$ cat config.mk
export PLATFORM = sky130hd
export DESIGN_NAME = mod_symbol_source
export DESIGN_NICKNAME = d
export VERILOG_FILES = /design/src/rtl/mod_pkg.sv /design/src/rtl/mod_lfsr5.sv /design/src/rtl/mod_symbol_source.sv
export SDC_FILE = /design/constraint.sdc
export NUM_CORES = 1
export LEC_CHECK = 0
export CORE_ASPECT_RATIO = 0.5
export CORE_MARGIN = 3
export CORE_UTILIZATION = 42
export CTS_CLUSTER_SIZE = 12
export DETAILED_ROUTE_END_ITERATION = 8
export PLACE_DENSITY = 0.61
export SLEW_MARGIN = 20
export SYNTH_ARGS = -nofsm -noshare
export SYNTH_HDL_FRONTEND = slang
export SYNTH_SLANG_ARGS = --single-unit
$ cat constraint.sdc
create_clock -name clk_i -period 2.2 [get_ports clk_i]
set_input_delay 0.44 -clock clk_i [delete_from_list [all_inputs] [get_ports clk_i]]
set_output_delay 0.44 -clock clk_i [all_outputs]
set_load 0.005 [all_outputs]
$ cat src/rtl/mod_pkg.sv
// -----------------------------------------------------------------------------
// mod_pkg
// Shared definitions for the DDS modulator path: mode codes (also used by the
// DDS wrapper), symbol-source FSM state codes, LFSR width, and the LFSR step /
// symbol mapping helpers.
// -----------------------------------------------------------------------------
package mod_pkg;

    localparam int unsigned LFSR_W = 5;

    // DDS mode codes
    localparam logic [2:0] MODE_SINE   = 3'b000;
    localparam logic [2:0] MODE_COSINE = 3'b001;
    localparam logic [2:0] MODE_SQUARE = 3'b010;
    localparam logic [2:0] MODE_SAW    = 3'b011;
    localparam logic [2:0] MODE_ASK    = 3'b100;
    localparam logic [2:0] MODE_BPSK   = 3'b101;
    localparam logic [2:0] MODE_FSK    = 3'b110;
    localparam logic [2:0] MODE_QPSK   = 3'b111;

    // Symbol-source FSM states
    localparam logic ST_IDLE = 1'b0;
    localparam logic ST_RUN  = 1'b1;

    // One Fibonacci step of x^5 + x^3 + 1; never reaches the all-zero state.
    function automatic logic [LFSR_W-1:0] lfsr_step(input logic [LFSR_W-1:0] s);
        return {s[0] ^ s[2], s[LFSR_W-1:1]};
    endfunction

    // QPSK carries two bits per symbol, every other mode one bit.
    function automatic logic [1:0] sym_map(input logic [LFSR_W-1:0] s, input logic [2:0] m);
        return (m == MODE_QPSK) ? {s[0], s[1]} : {1'b0, s[0]};
    endfunction

endpackage

$ cat src/rtl/mod_lfsr5.sv
// -----------------------------------------------------------------------------
// mod_lfsr5
// 5-bit maximal-length LFSR with seed load and a 1- or 2-step advance.
// Ports:
//   clk_i    system clock
//   rst_i    asynchronous active-high reset (loads SEED)
//   load_i   restart from SEED (combined with adv_i, the advance starts at SEED)
//   adv_i    advance this cycle
//   two_i    advance two steps instead of one
//   state_o  current LFSR state
// -----------------------------------------------------------------------------
module mod_lfsr5
    import mod_pkg::*;
#(
    parameter logic [LFSR_W-1:0] SEED = 5'b00001
) (
    input  logic              clk_i,
    input  logic              rst_i,
    input  logic              load_i,
    input  logic              adv_i,
    input  logic              two_i,
    output logic [LFSR_W-1:0] state_o
);

    logic [LFSR_W-1:0] lfsr_q, lfsr_d;
    logic [LFSR_W-1:0] base;
    logic [LFSR_W-1:0] one_step;

    always_comb begin
        base     = load_i ? SEED : lfsr_q;
        one_step = lfsr_step(base);
        lfsr_d   = base;
        if (adv_i) begin
            lfsr_d = two_i ? lfsr_step(one_step) : one_step;
        end
    end

    always_ff @(posedge clk_i or posedge rst_i) begin
        if (rst_i) begin
            lfsr_q <= SEED;
        end else begin
            lfsr_q <= lfsr_d;
        end
    end

    assign state_o = lfsr_q;

endmodule

$ cat src/rtl/mod_symbol_source.sv
// -----------------------------------------------------------------------------
// mod_symbol_source
// Upstream stage of the DDS modulator: emits LFSR-derived symbols, one per
// symbol period, with a mode that is latched only at symbol boundaries.
// Continuous (until stop) or fixed-length burst transmission.
// Ports:
//   clk_i          system clock
//   rst_i          asynchronous active-high reset
//   en_i           advance enable; low freezes counter, FSM and outputs
//   start_i        begin transmission (IDLE only)
//   stop_i         abort to IDLE (highest priority)
//   continuous_i   1 = run until stop, 0 = burst of burst_len_i symbols
//   burst_len_i    symbols per burst; 0 blocks a burst start
//   mode_i         requested DDS mode
//   data_o         current symbol
//   mode_o         boundary-latched mode
//   sym_stb_o      one-cycle pulse when a new symbol first appears
//   busy_o         high while running
// -----------------------------------------------------------------------------
module mod_symbol_source
    import mod_pkg::*;
#(
    parameter int unsigned       FREQ_CLK  = 50_000_000,
    parameter int unsigned       FREQ_SYM  = 1,
    parameter logic [LFSR_W-1:0] LFSR_SEED = 5'b00001
) (
    input  logic       clk_i,
    input  logic       rst_i,
    input  logic       en_i,
    input  logic       start_i,
    input  logic       stop_i,
    input  logic       continuous_i,
    input  logic [7:0] burst_len_i,
    input  logic [2:0] mode_i,
    output logic [1:0] data_o,
    output logic [2:0] mode_o,
    output logic       sym_stb_o,
    output logic       busy_o
);

    localparam int unsigned SYM_CYCLES = FREQ_CLK / FREQ_SYM;
    localparam int unsigned CNT_W      = $clog2(SYM_CYCLES);
    localparam logic [CNT_W-1:0] CNT_LAST = CNT_W'(SYM_CYCLES - 1);

    logic             state_q, state_d;
    logic [1:0]       data_q, data_d;
    logic [2:0]       mode_q, mode_d;
    logic             stb_q, stb_d;
    logic [CNT_W-1:0] count_q, count_d;
    logic [7:0]       rem_q, rem_d;

    logic              lfsr_load;
    logic              lfsr_adv;
    logic              qpsk;
    logic [LFSR_W-1:0] lfsr_state;

    assign qpsk = (mode_i == MODE_QPSK);

    mod_lfsr5 #(
        .SEED (LFSR_SEED)
    ) u_lfsr (
        .clk_i   (clk_i),
        .rst_i   (rst_i),
        .load_i  (lfsr_load),
        .adv_i   (lfsr_adv),
        .two_i   (qpsk),
        .state_o (lfsr_state)
    );

    always_comb begin
        state_d   = state_q;
        data_d    = data_q;
        mode_d    = mode_q;
        stb_d     = 1'b0;
        count_d   = count_q;
        rem_d     = rem_q;
        lfsr_load = 1'b0;
        lfsr_adv  = 1'b0;

        if (stop_i) begin
            state_d = ST_IDLE;
            data_d  = 2'b00;
            count_d = '0;
        end else if (en_i) begin
            if (state_q == ST_IDLE) begin
                if (start_i && (continuous_i || (burst_len_i != 8'd0))) begin
                    state_d   = ST_RUN;
                    data_d    = sym_map(LFSR_SEED, mode_i);
                    mode_d    = mode_i;
                    stb_d     = 1'b1;
                    count_d   = '0;
                    rem_d     = burst_len_i - 8'd1;
                    lfsr_load = 1'b1;
                    lfsr_adv  = 1'b1;
                end
            end else if (count_q == CNT_LAST) begin
                if (continuous_i || (rem_q != 8'd0)) begin
                    data_d   = sym_map(lfsr_state, mode_i);
                    mode_d   = mode_i;
                    stb_d    = 1'b1;
                    count_d  = '0;
                    lfsr_adv = 1'b1;
                    if (!continuous_i) begin
                        rem_d = rem_q - 8'd1;
                    end
                end else begin
                    // Burst exhausted; mode_o keeps the last symbol's mode.
                    state_d = ST_IDLE;
                    data_d  = 2'b00;
                    count_d = '0;
                end
            end else begin
                count_d = count_q + CNT_W'(1);
            end
        end
    end

    always_ff @(posedge clk_i or posedge rst_i) begin
        if (rst_i) begin
            state_q <= ST_IDLE;
            data_q  <= 2'b00;
            mode_q  <= 3'b000;
            stb_q   <= 1'b0;
            count_q <= '0;
            rem_q   <= 8'd0;
        end else begin
            state_q <= state_d;
            data_q  <= data_d;
            mode_q  <= mode_d;
            stb_q   <= stb_d;
            count_q <= count_d;
            rem_q   <= rem_d;
        end
    end

    assign data_o    = data_q;
    assign mode_o    = mode_q;
    assign sym_stb_o = stb_q;
    assign busy_o    = (state_q == ST_RUN);

endmodule

==> summary.md <==
| Metric | Value |
|---|---|
| Flops & latches, synth | `46` |
| Worst Path Required | `2.38 ns` |
| Initial core utilization | `44.6%` |
| CTS Root Cell | `clkbuf_16` |
| Synth Area in Simple Gates | `27.2%` |
| Worst-path clk slew | `0.06 ns` |
| Setup WS pre-CTS | `-0.472 ns` |
| Critical Path AT | `2.45 ns` |
| Max Slew Vio Count | `0` |
| Nets@finish | `396` |
| Final setup TNS | `-1.14 ns` |
| Top area cells in the synthesized netlist | `dfrtp_1 (41%), xor2_1 (5.4%), nor2_1 (4.9%)` |
| Leakage power | `1.63 nW` |
| Fillers | `559` |
| Post-synth top area share | `40.5%` |
| Switching Share | `27.6%` |
| Synth Area in Compound Gates | `12.5%` |
| Reg area | `1150 µm²` |
| 1st-iter DRT viols | `112` |
| Mean post-synth cell area | `9.58 µm²` |
| Kind of critical path | `reg -> reg` |
| Synth warnings | `0` |
| HP Class | `in -> async` |
| Final worst slack | `-0.0704 ns` |
| Cells after Synth | `290` |
| R2R setup slack | `-0.07 ns` |
| Length of the first detailed-routing pass in iterations | `4` |
| H-tree Lvls | `2` |
| Num CTS Buffers | `5` |
| Synth area leader | `dfrtp_1` |
| GPL Wtd Cong | `0.792` |
| Die width | `121 µm` |
| Hold buffers post-CTS | `0` |
| Global Route met2 Usage | `33.7%` |
| Critical Path, Cell by Cell | `nor4b_2 -> nand4_1 -> or4_4 -> buf_6 -> a31oi_4 -> mux2_4` |
| Total clock sinks | `46` |
| Vias in the first global route | `2,489` |
| Global route overflow | `0` |
| Input/output buffers | `23` |
| Fmax achieved | `440 MHz` |
| Internal power | `0.00163 W` |
| Placed wire-length estimate | `4830 µm` |
| Area of the core | `6230 µm²` |
| Initial antenna violation count | `0` |
| Synth Flop Type | `dfrtp_1` |
| CTS tree | `done` |
| Ys async rst share | `100%` |
| Die Footprint | `7680 µm²` |
| Syn_nets | `309` |
| Non-Filler Instances | `466` |
| Outcome | `finished, violations left` |
| PD cells | `596 nW/µm²` |
| Worst-Skew Late Latency | `0.29 ns` |
| Final hold viol count | `0` |
| Startpoint class of the critical path | `flop` |
| Row cnt | `20` |
| Area taken by multi-input logic gates | `1580 µm²` |
| Final routed DRC violation total | `0` |
| Final core utilization | `60.6%` |
| Min Tclk post-route | `2.27 ns` |
| Total track usage | `18.5%` |
| Clock tree buffer depth | `2` |
| Drt wl/cell | `14.5 µm` |
| Critical-path top delay cell | `or4_4` |
| VDD IR-drop max | `0.319 mV` |
| Vias after detailed routing | `2,476` |
| Clock share of power | `34.0%` |
| Met3 GRT Util | `4.39%` |
| Die Height | `63.5 µm` |
| Antenna viol nets, final | `0` |
| Endpoints failing setup | `34` |
| Synthesized-area fraction occupied by adder cells | `0.901%` |
| Max Cap Viol | `0` |
| Critical path's largest stage delay | `0.61 ns` |
| Gr busiest metal | `met2` |
| R2R cell count | `6` |
| Routing usage on met1 | `21.9%` |
| Multiplexer share of the synthesized area | `6.44%` |
| Flop pwr share | `43.7%` |
| EDFF count, synth | `0` |
| First-pass GRT wire length | `11,500 µm` |
| Slew headroom | `62.7%` |
| Vias per inst | `5.31` |
| Diode count | `0` |
| Share of layout cells above drive strength 1 | `29.6%` |
| Largest family of logic cells by synthesized area | `simple AND/OR/NAND/NOR gates` |
| Failing checks | `setup timing` |
| Final Cycle Share | `103%` |
| Clk_skew | `0.00447 ns` |
| Comb pwr share | `22.3%` |
| # IOs | `24` |
| Post-synthesis xor/xnor area fraction | `7.25%` |
| Yosys cell types | `51` |
| CP endpoint kind | `flop` |
| Pin count of the biggest net entering global routing | `25` |
| Sw power | `0.000621 W` |
| Placed Cells incl. Taps | `448` |
| Worst Tran Pin Value | `0.556 ns` |
| Mapped cell area | `2780 µm²` |
| Sequential element share of the synthesized area | `41.5%` |
| Synth-to-layout area growth | `35.9%` |
| RSZ-0062 raised after global routing | `true` |
| Critical Path Fanout Max | `5` |
| Routed wire length | `6740 µm` |
## cell usage in the layout, fill, tap and decap left out, types with 6 or more instances in the layout
cell / n
a21oi_1: 14
buf_4: 57
nor3_1: 11
mux2i_1: 10
xnor2_1: 6
nand2_1: 22
xor2_1: 17
buf_6: 8
clkdlybuf4s50_1: 18
nor2_1: 36
dfrtp_1: 44
nand3_1: 16
o21ai_0: 11
nand4_1: 10
## stage by stage
step           power [W]  instance area [µm²]  hold WS (ns)
3_5_place_dp     0.00147                 3460         0.489
6_report         0.00225                 3780         0.436
4_1_cts          0.00224                 3690         0.446
5_1_grt          0.00236                 3780         0.459
2_1_floorplan    0.00126                 2790         0.462
3_3_place_gp     0.00145                 3460         0.488
## power groups by stage
stage,clock network [W],registers [W],logic [W]
finish,0.000765,0.000985,0.000502
detailed placement,0,0.00100,0.000467
CTS,0.000781,0.000985,0.000477
global route,0.000815,0.000993,0.000551
floorplan,0,0.000999,0.000258
global placement,0,0.000997,0.000452
## layout make-up
| cell class | count | share of cell area [%] |
|---|---|---|
| timing repair buffer | 89 | 20.3 |
| clock inverter | 3 | 0.563 |
| tap | 88 | 2.92 |
| clock buffer | 5 | 3.31 |
| sequential | 46 | 30.6 |
| inverter | 6 | 0.596 |
| multi-input combinational | 229 | 41.8 |
## kinds of logic after synthesis
logic type | Yosys count
AOI/OAI and AO/OA | 47
xor gates and xnor gates | 23
DFF | 46
muxes | 16
buffers and inverters | 16
and+or+nand+nor | 140
adders and majority gates | 2
## path summary, 6_finish.rpt
check / start / end
setup / recovery: count_q[7]$_DFFE_PP0P_ / data_o[1]$_DFFE_PP0P_
hold / removal: rst_i / mode_o[2]$_DFFE_PP0P_
setup reg to reg: count_q[7]$_DFFE_PP0P_ / data_o[1]$_DFFE_PP0P_
hold reg to reg: rem_q[7]$_DFFE_PP0P_ / rem_q[7]$_DFFE_PP0P_
max in group asynchronous: rst_i / count_q[7]$_DFFE_PP0P_
min in group clk_i: rem_q[7]$_DFFE_PP0P_ / rem_q[7]$_DFFE_PP0P_
## metal layers
metal	vias up	routed length (µm)
met5	-	0
met4	0	65
met3	8	172
met2	29	3460
met1	1221	3040
li1	1218	-
## repair_timing
action / 4_1_cts / 5_1_grt
gates resized for setup: 15 / 15
pin swaps: 12 / 7
gates cloned: 1 / 0
setup buffers: 6 / 4
setup endpoints to repair: 36 / 41
## critical path, delay by kind of cell, from the launching register on
kind	cells	cell delay, ns
DFF	1	0.40
buffers and inverters	1	0.16
AOI/OAI and AO/OA	1	0.21
muxes	1	0.32
and+or+nand+nor	3	1.07
## synth_stat cells (2+ instances only)
| library cell | instances |
|---|---|
| and2_1 | 3 |
| nand3_1 | 17 |
| o211a_1 | 2 |
| nand2_1 | 23 |
| or4_1 | 3 |
| and3_1 | 4 |
| nand4_1 | 10 |
| dfrtp_1 | 45 |
| ha_1 | 2 |
| xor2_1 | 17 |
| a21oi_1 | 14 |
| inv_1 | 6 |
| o21ai_0 | 12 |
| o31a_1 | 2 |
| or4_4 | 3 |
| nor3_1 | 13 |
| nor2_1 | 36 |
| or2_2 | 3 |
| buf_6 | 5 |
| nand2b_1 | 2 |
| nor4b_2 | 2 |
| o21ai_2 | 2 |
| xnor2_1 | 6 |
| mux2_2 | 3 |
| mux2_4 | 3 |
| mux2i_1 | 10 |
| or3_1 | 4 |
| nor3b_1 | 5 |
| nor2b_1 | 4 |
| buf_2 | 4 |
| and4_1 | 3 |
| o22a_2 | 3 |
## state kept, by name, summed over array words and instances, names as in the netlist
register and cells:
mode_o 3, rem_q 8, busy_o 1, sym_stb_o 1
u_lfsr.state_o 5, count_q 26, data_o 2
Power figures use the tool's default switching activity.
